==> src/rtl/instr_fetch_if.sv <==
// Fetch-unit bundle: instruction-memory request/ack, decoder head handoff, redirect and stall.
// master = fetch unit, slave = memory/decoder/branch side.
interface instr_fetch_if;
  logic        imem_req;
  logic [31:0] imem_addr;
  logic        imem_ack;
  logic [31:0] imem_rdata;
  logic        instr_valid;
  logic [31:0] instr;
  logic [5:0]  opcode;
  logic [5:0]  funct;
  logic [31:0] instr_pc;
  logic        instr_ready;
  logic        redirect;
  logic [31:0] redirect_pc;
  logic        stall;

  modport master (
    output imem_req, imem_addr, instr_valid, instr, opcode, funct, instr_pc,
    input  imem_ack, imem_rdata, instr_ready, redirect, redirect_pc, stall
  );

  modport slave (
    input  imem_req, imem_addr, instr_valid, instr, opcode, funct, instr_pc,
    output imem_ack, imem_rdata, instr_ready, redirect, redirect_pc, stall
  );
endinterface

==> src/rtl/instr_fetch.sv <==
// Instruction fetch: one outstanding memory read feeding a 2-entry buffer; ack-to-valid latency 1 cycle.
// Decoder backpressure stops new requests once two words are held; stall blocks issue only.
module instr_fetch #(
  parameter logic [31:0] RESET_PC = 32'h0000_0000
) (
  input  logic          clk,
  input  logic          rst,
  instr_fetch_if.master bus
);
  typedef enum logic [1:0] {IDLE = 2'd0, FETCH = 2'd1, FLUSH = 2'd2} state_t;

  state_t      state;
  logic [31:0] fetch_pc;
  logic [31:0] req_addr;
  logic        req_q;
  logic [1:0]  count;
  logic [31:0] head_dat;
  logic [31:0] head_pc;
  logic [31:0] tail_dat;
  logic [31:0] tail_pc;

  logic        ack;
  logic        redir;
  logic        push;
  logic        pop;
  logic        issue;
  logic [31:0] target;

  assign ack    = bus.imem_ack & req_q;
  assign redir  = bus.redirect & (state != IDLE);
  assign push   = (state == FETCH) & ack & ~redir;
  assign pop    = (count != 2'd0) & bus.instr_ready;
  assign issue  = (state == FETCH) & ~req_q & ~bus.stall & ~redir & (count <= 2'd1);
  assign target = bus.redirect_pc & 32'hFFFF_FFFC;

  always_ff @(posedge clk or negedge rst) begin
    if (!rst) begin
      state    <= IDLE;
      fetch_pc <= RESET_PC;
      req_addr <= RESET_PC;
      req_q    <= 1'b0;
      count    <= 2'd0;
      head_dat <= 32'd0;
      head_pc  <= 32'd0;
      tail_dat <= 32'd0;
      tail_pc  <= 32'd0;
    end else begin
      case (state)
        IDLE:    state <= FETCH;
        FETCH:   if (redir && req_q && !ack) state <= FLUSH;
        FLUSH:   if (ack) state <= FETCH;
        default: state <= IDLE;
      endcase

      if (ack) begin
        req_q <= 1'b0;
      end else if (issue) begin
        req_q    <= 1'b1;
        req_addr <= fetch_pc;
      end

      if (redir) begin
        fetch_pc <= target;
      end else if (push) begin
        fetch_pc <= fetch_pc + 32'd4;
      end

      // A redirect discards everything buffered, including any word popped this cycle.
      if (redir) begin
        count <= 2'd0;
      end else begin
        case ({push, pop})
          2'b10: begin
            if (count == 2'd0) begin
              head_dat <= bus.imem_rdata;
              head_pc  <= fetch_pc;
            end else begin
              tail_dat <= bus.imem_rdata;
              tail_pc  <= fetch_pc;
            end
            count <= count + 2'd1;
          end
          2'b01: begin
            head_dat <= tail_dat;
            head_pc  <= tail_pc;
            count    <= count - 2'd1;
          end
          2'b11: begin
            if (count == 2'd1) begin
              head_dat <= bus.imem_rdata;
              head_pc  <= fetch_pc;
            end else begin
              head_dat <= tail_dat;
              head_pc  <= tail_pc;
              tail_dat <= bus.imem_rdata;
              tail_pc  <= fetch_pc;
            end
          end
          default: ;
        endcase
      end
    end
  end

  assign bus.imem_req    = req_q;
  assign bus.imem_addr   = req_q ? req_addr : fetch_pc;
  assign bus.instr_valid = (count != 2'd0);
  assign bus.instr       = head_dat;
  assign bus.opcode      = head_dat[31:26];
  assign bus.funct       = head_dat[5:0];
  assign bus.instr_pc    = head_pc;
endmodule

==> src/flat_wrapper.sv <==
// flat-port wrapper written by rule: the top's interface ports become plain ports
module instr_fetch_flat 
#(
  parameter logic [31:0] RESET_PC = 32'h0000_0000
)
  (clk, rst, bus_imem_req, bus_imem_addr, bus_instr_valid, bus_instr, bus_opcode, bus_funct, bus_instr_pc, bus_imem_ack, bus_imem_rdata, bus_instr_ready, bus_redirect, bus_redirect_pc, bus_stall);
  instr_fetch_if bus_i ();
  input  logic clk;
  input  logic rst;
  output wire logic [$bits(bus_i.imem_req)-1:0] bus_imem_req;
  output wire logic [$bits(bus_i.imem_addr)-1:0] bus_imem_addr;
  output wire logic [$bits(bus_i.instr_valid)-1:0] bus_instr_valid;
  output wire logic [$bits(bus_i.instr)-1:0] bus_instr;
  output wire logic [$bits(bus_i.opcode)-1:0] bus_opcode;
  output wire logic [$bits(bus_i.funct)-1:0] bus_funct;
  output wire logic [$bits(bus_i.instr_pc)-1:0] bus_instr_pc;
  input wire logic [$bits(bus_i.imem_ack)-1:0] bus_imem_ack;
  input wire logic [$bits(bus_i.imem_rdata)-1:0] bus_imem_rdata;
  input wire logic [$bits(bus_i.instr_ready)-1:0] bus_instr_ready;
  input wire logic [$bits(bus_i.redirect)-1:0] bus_redirect;
  input wire logic [$bits(bus_i.redirect_pc)-1:0] bus_redirect_pc;
  input wire logic [$bits(bus_i.stall)-1:0] bus_stall;
  assign bus_imem_req = bus_i.imem_req;
  assign bus_imem_addr = bus_i.imem_addr;
  assign bus_instr_valid = bus_i.instr_valid;
  assign bus_instr = bus_i.instr;
  assign bus_opcode = bus_i.opcode;
  assign bus_funct = bus_i.funct;
  assign bus_instr_pc = bus_i.instr_pc;
  assign bus_i.imem_ack = bus_imem_ack;
  assign bus_i.imem_rdata = bus_imem_rdata;
  assign bus_i.instr_ready = bus_instr_ready;
  assign bus_i.redirect = bus_redirect;
  assign bus_i.redirect_pc = bus_redirect_pc;
  assign bus_i.stall = bus_stall;
  instr_fetch #(.RESET_PC(RESET_PC)) u_core (.clk(clk), .rst(rst), .bus(bus_i));
endmodule
==> config.mk <==
export PLATFORM = sky130hd
export DESIGN_NAME = instr_fetch_flat
export DESIGN_NICKNAME = d
export VERILOG_FILES = /design/src/rtl/instr_fetch_if.sv /design/src/rtl/instr_fetch.sv /design/src/flat_wrapper.sv
export SDC_FILE = /design/constraint.sdc
export NUM_CORES = 1
export LEC_CHECK = 0
export ABC_AREA = 1
export BUFFER_PORTS_ARGS = -buffer_cell sky130_fd_sc_hd__buf_2
export CORE_ASPECT_RATIO = 1.25
export CORE_UTILIZATION = 40
export CTS_CLUSTER_DIAMETER = 150
export DETAILED_ROUTE_END_ITERATION = 8
export MAX_ROUTING_LAYER = met4
export PLACE_DENSITY_LB_ADDON = 0.05
export SYNTH_ARGS = -nofsm -noshare
export SYNTH_HDL_FRONTEND = slang
export SYNTH_SLANG_ARGS = --single-unit
==> constraint.sdc <==
create_clock -name clk -period 1.8 [get_ports clk]
set_input_delay 0 -clock clk [delete_from_list [all_inputs] [get_ports clk]]
set_output_delay 0 -clock clk [all_outputs]
set_load 0.02 [all_outputs]
-- Yosys cells after proc, flatten, opt, wreduce, memory -nomap -nowiden
Index checks and enable logic that the tools add are counted.
- add/sub/neg operators: 3
- $mul: 0
- div/mod/pow operators: 0
- order comparisons: 1
- equal/unequal tests: 11
- shift operators: 0
- multiplexer cells: 22
- bitwise gates (word level): 13
- reductions and logical operators: 16
- operators by type and width (operator ; count):
    2-to-1 mux 32 bit ; 11
    one-hot mux 32 bit (3 select lines) ; 2
    one-hot mux 32 bit (2 select lines) ; 2
    adder 32 x 3 -> 32 bit (second input constant) ; 1
    nonzero test 2 bit ; 5
    bitwise AND 1 bit ; 9
    equality test 2 x 1 -> 1 bit (second input constant) ; 3
    equality test 2 bit (second input constant) ; 3
    2-to-1 mux 2 bit ; 3
    inequality test 2 bit (second input constant) ; 3
    one-hot mux 2 bit (3 select lines) ; 1
    nonzero test 3 bit ; 2
    zero test 2 bit ; 2
    inequality test 2 x 1 -> 1 bit (second input constant) ; 2
    inverter 1 bit ; 4
    one-hot mux 2 bit (2 select lines) ; 1
    AND reduction 2 bit ; 2
    AND reduction 4 bit ; 1
    AND reduction 3 bit ; 1
    adder 2 x 1 -> 2 bit (second input constant) ; 1
    <= comparator 2 x 1 -> 1 bit (second input constant) ; 1
    logical AND 1 bit ; 2
    2-to-1 mux 1 bit ; 2
    subtractor 2 x 1 -> 2 bit (second input constant) ; 1
    zero test 1 bit ; 1
- register bits: 197
- bits in latches: 0
- memory bits (writable): 0
- memory bits (read-only): 0
- output and inout bits: 110
- word-level logic and storage cells: 75
- memories kept: 0

-- Depth between registers and ports, before layout
- depth after elaboration: 7
- gate-level depth with buffers: 12
- gate-level depth less buffers: 10

-- Worst setup path before layout
No wires, ideal clock.
- kind: flip-flop to flip-flop
- from: register u_core.count[0]
- to: register u_core.head_dat[31] (netlist: u_core.bus.instr[31])
- arrival: 1.716 ns
- setup slack: 0.019 ns
- cell stages (with the launch flop): 12
- buffers on the path: 2
- clock period less this slack: 1.781 ns
- cell sequence: dfrtp_1 -> inv_1 -> ha_1 -> inv_1 -> nand2_2 -> buf_2 -> inv_2 -> buf_2 -> nand3_1 -> nand3_1 -> nand2_1 -> nand2_1
- word-level cells in the longest chain between the ends: 5
- elaborated cells between the ends (all ways): 12
- ends and longest elaborated chain (element ; line ; RTL):
    from (decl) ; instr_fetch.sv:16 ; logic [1:0] count;
    from (signal assigned) ; instr_fetch.sv:81 ; count <= count + 2'd1;
    from (signal assigned) ; instr_fetch.sv:86 ; count <= count - 2'd1;
    nonzero test 2 bit * ; n/a ;
    named net bus_instr_valid ; flat_wrapper.sv:12 ; output wire logic [$bits(bus_i.instr_valid)-1:0] bus_instr_valid;
    bitwise AND 1 bit * ; instr_fetch.sv:32 ; assign pop = (count != 2'd0) & bus.instr_ready;
    equality test 2 bit / equality test 2 x 1 -> 1 bit (equally long branches) ; instr_fetch.sv:72 ; case ({push, pop})
    inequality test 2 x 1 -> 1 bit (no source line) / nonzero test 3 bit (equally long branches) ; n/a ;
    AND reduction 3 bit (no source line) ; n/a ;
    to (signal assigned) ; instr_fetch.sv:75 ; head_dat <= bus.imem_rdata;
    to (signal assigned) ; instr_fetch.sv:84 ; head_dat <= tail_dat;
    to (signal assigned) ; instr_fetch.sv:90 ; head_dat <= bus.imem_rdata;
    to (decl) ; instr_fetch.sv:17 ; logic [31:0] head_dat;
The timed path passes the listed nets; every way through them passes the cells marked *.
A chain may end at the register's enable or synchronous reset.

-- Final worst setup path
- from: register u_core.state[1]
- to: register u_core.head_dat[7] (netlist: u_core.bus.instr[7])
- word-level cells in the longest chain between the ends: 7
- elaborated cells between the ends (all ways): 13
- ends and longest elaborated chain (element ; line ; RTL):
    from (decl) ; instr_fetch.sv:12 ; state_t state;
    from (signal assigned) ; instr_fetch.sv:38 ; state <= IDLE;
    from (signal assigned) ; instr_fetch.sv:49 ; IDLE: state <= FETCH;
    from (signal assigned) ; instr_fetch.sv:50 ; FETCH: if (redir && req_q && !ack) state <= FLUSH;
    nonzero test 2 bit ; instr_fetch.sv:30 ; assign redir = bus.redirect & (state != IDLE);
    bitwise AND 1 bit ; instr_fetch.sv:30 ;
    inverter 1 bit (no source line) ; n/a ;
    bitwise AND 1 bit ; instr_fetch.sv:31 ; assign push = (state == FETCH) & ack & ~redir;
    equality test 2 bit / equality test 2 x 1 -> 1 bit (equally long branches) ; instr_fetch.sv:72 ;
    inequality test 2 x 1 -> 1 bit (no source line) / nonzero test 3 bit (equally long branches) ; n/a ;
    AND reduction 3 bit (no source line) ; n/a ;
Parallel ways exist; a longest one is shown, timed or not.

==> results_dict.tcl <==
set metrics [dict create \
    outcome "finished, final reports clean" \
    fin_crit_ns 1.70 \
    finalSetupTns_ns 0 \
    p_per_area_nw_per_um2 1560 \
    clock.fmax_mhz 590 \
    die_area_sq_um 27100 \
    irDropWorstVdd_mv 0.998 \
    arrival_ns 2.07 \
    clkTransAtPathRegs_ns 0.07 \
    initial_core_util 0.407 \
    critPathLaunchType "flip-flop" \
    syn_to_final_growth_pct 26.5 \
    power_frac_clock 0.177 \
    seqPwrFrac 0.347 \
    root_buffer "clkbuf_16" \
    finalCritPeriodShare 0.942 \
    final_nets 1820 \
    dpl_worst_slack_ns 0.0825 \
    die_x_um 148 \
    core_area_sq_um 26000 \
    drt_pass1_iterations 5 \
    grt_pass1_wl_um 50900 \
    cp_slowest_cell "dfrtp_2" \
    synth-seq-cells 190 \
    synth-seq-area-share 0.449 \
    gr-total-overflow 0 \
    multi_input_area_sq_um 4920 \
    mappedNetlistArea_sq_um 10600 \
    drt_wl_total_um 31700 \
    antenna_found_initial 0 \
    reg2reg_depth 11 \
    max_stage_delay_ns 0.46 \
    hold_viol 0 \
    required_ns 2.18 \
    yosys_warnings 0 \
    ant_nets 0 \
    crit_chain "inv_1, nand2_1, nor2_4, nand2_4, nor2_4, buf_12, buf_12, nand2_1, nand3_1, nand2_1, nand2_1" \
    drt_iter0_markers 593 \
    ys_types 33 \
    htree_num_levels 4 \
    chipHeight_um 184 \
    drv_slew 0 \
    grt_max_degree 63 \
    cts_buffer_depth 2 \
    grt_pass1_vias 9576 \
    min_path_type "primary input to async pin" \
    async_reset_ff_frac 1.00 \
    synthCells 1519 \
    final_layout_size_suffix_gt1_frac 0.168 \
    place_area_sq_um 12100 \
    numCtsBuffers 17 \
    p_int_mw 11.5 \
    ios 180 \
    r2r_start "u_core.state[1]$_DFFE_PN0P_" \
    route.detailed.drc 0 \
    cp_max_fo 22 \
    switchingPower_mw 9.42 \
    clock_skew_ns 0.0153 \
    seq_area_sq_um 4760 \
    maxCapViolations 0 \
    p_sw_frac 0.450 \
    place_inst 1998 \
    worst_skew_pair.late_latency_ns 0.44 \
    place_congestion 0.924 \
    ys.flop_type "dfrtp_1" \
    dp_hpwl_um 21900 \
    r2r-end "u_core.bus.instr[7]$_DFFE_PN0P_" \
    route.detailed.wl_per_inst_um 15.1 \
    nFillCells 2639 \
    final_cell_count_no_fill 2100 \
    cts_tree "done" \
    worst_slack_ns 0.104 \
    synth-edff-count 0 \
    antennaDiodeCount 0 \
    setup_viol 0 \
    portBuffers 175 \
    cp_common_cell "nand2_1" \
    viasPerCell 4.88 \
    vias 10200 \
    combPwrFrac 0.476 \
    avgSynthCellArea_sq_um 6.97 \
    cts_sinks 190 \
    grt_usage 0.247 \
    row_count 66 \
    end_kind "flip-flop" \
    reg2reg_setup_slack_ns 0.10 \
    crit_type "flip-flop to flip-flop" \
    stdcell_area_sq_um 13400 \
    leakage_nw 6.90 \
]
layer usage:
layer / wire length [um] / GRT usage / vias up
li1: - / - / 5272
met1: 15200 / 0.331 / 4694
met2: 14800 / 0.396 / 251
met3: 1170 / 0.0273 / 21
met4: 533 / 0.0697 / 0
met5: 0 / - / -
power groups by stage:
stage / clock (mW) / combinational [mW] / sequential [mW]
floorplan: 0 / 6.03 / 7.79
finish: 3.70 / 9.97 / 7.27
detailed placement: 0 / 9.85 / 7.33
global route: 3.95 / 11.3 / 7.49
CTS: 3.80 / 10.0 / 7.25
global placement: 0 / 9.77 / 7.27
cell families after synthesis:
kind of cell / share of synthesized area
DFF: 0.449
adders and majority gates: 0.00354
and+or+nand+nor: 0.334
AOI/OAI and AO/OA: 0.117
buffers and inverters: 0.0903
other: 0.000354
xor gates and xnor gates: 0.00579
cell usage in the layout (no fill, tap or decap), types with 4 or more instances in the layout:
master | synthesis | layout
nand3_1 | 150 | 150
clkinv_2 | 0 | 4
dfrtp_1 | 190 | 188
nor2_1 | 54 | 54
nand2_1 | 664 | 664
xor2_1 | 6 | 6
nand2_4 | 2 | 4
o21ai_1 | 80 | 80
dlygate4sd3_1 | 0 | 65
o21ai_0 | 133 | 133
a21oi_1 | 5 | 5
inv_1 | 100 | 99
clkbuf_16 | 0 | 18
buf_12 | 0 | 21
o211ai_1 | 7 | 7
buf_2 | 37 | 174
buf_4 | 21 | 47
registers in the layout, summed over array words and instances (netlist names):
signal               flops
u_core.req_addr         30
u_core.state             2
u_core.fetch_pc         30
u_core.count             2
u_core.bus.instr_pc     31
u_core.tail_dat         32
u_core.tail_pc          30
u_core.bus.imem_req      1
u_core.bus.instr        32
critical path: cells and delay by family (launching register included):
kind,cells,cell delay [ns]
AND/OR/NAND/NOR,8,0.78
buffers and inverters,3,0.39
flip-flops,1,0.46
repair_timing:
item / in CTS / in global routing
setup endpoints to repair: 0 / 88
hold endpoints to repair: 244 / 0
setup buffers: 0 / 4
gates resized for setup: 0 / 9
hold buffers: 65 / 0
cell usage after synthesis, types with 2 or more instances:
cell,count,area share
o211ai_1,7,0.0050
clkbuf_1,35,0.012
nor2_1,54,0.019
nand2_2,3,0.0018
nor2_4,2,0.0021
xor2_1,6,0.0050
ha_1,3,0.0035
dfrtp_1,190,0.45
buf_6,7,0.0074
o21bai_1,2,0.0014
a21oi_1,5,0.0024
nand3_1,150,0.071
o21ai_0,133,0.063
buf_1,2,0.00071
buf_4,21,0.015
inv_1,100,0.035
nand2_4,2,0.0021
o21ai_1,80,0.038
nand2_1,664,0.24
inv_2,3,0.0011
buf_2,37,0.017
o221ai_1,2,0.0017
through the flow:
step	power (mW)	utilization	hold slack (ns)
5_1_grt	22.7	0.515	0.118
4_1_cts	21.1	0.512	0.0945
3_3_place_gp	17.0	0.465	0.0132
2_1_floorplan	13.8	-	-0.296
3_5_place_dp	17.2	0.465	0.00951
6_report	20.9	0.515	0.0914
how the worst max path moves through the flow:
| stage | from | end | cells past startpoint |
|---|---|---|---|
| 3_5_place_dp | u_core.count[1]$_DFFE_PN0P_ | u_core.tail_dat[31]$_DFFE_PN0P_ | 8 |
| 4_1_cts | u_core.count[1]$_DFFE_PN0P_ | u_core.tail_dat[31]$_DFFE_PN0P_ | 8 |
| 5_1_grt | u_core.state[1]$_DFFE_PN0P_ | u_core.bus.instr[24]$_DFFE_PN0P_ | 11 |
| 2_1_floorplan | u_core.count[0]$_DFFE_PN0P_ | u_core.bus.instr[31]$_DFFE_PN0P_ | 11 |
| 3_3_place_gp | u_core.count[1]$_DFFE_PN0P_ | u_core.tail_dat[31]$_DFFE_PN0P_ | 8 |
| 6_report | u_core.state[1]$_DFFE_PN0P_ | u_core.bus.instr[7]$_DFFE_PN0P_ | 11 |
area by class of cell:
type / instances / area share
Clock inverter: 12 / 0.00812
Sequential cell: 190 / 0.355
Timing Repair Buffer: 310 / 0.175
Clock buffer: 20 / 0.0333
Multi-Input combinational cell: 1124 / 0.367
Tap cell: 340 / 0.0317
Inverter: 104 / 0.0297
(Power assumes the default switching activity.)
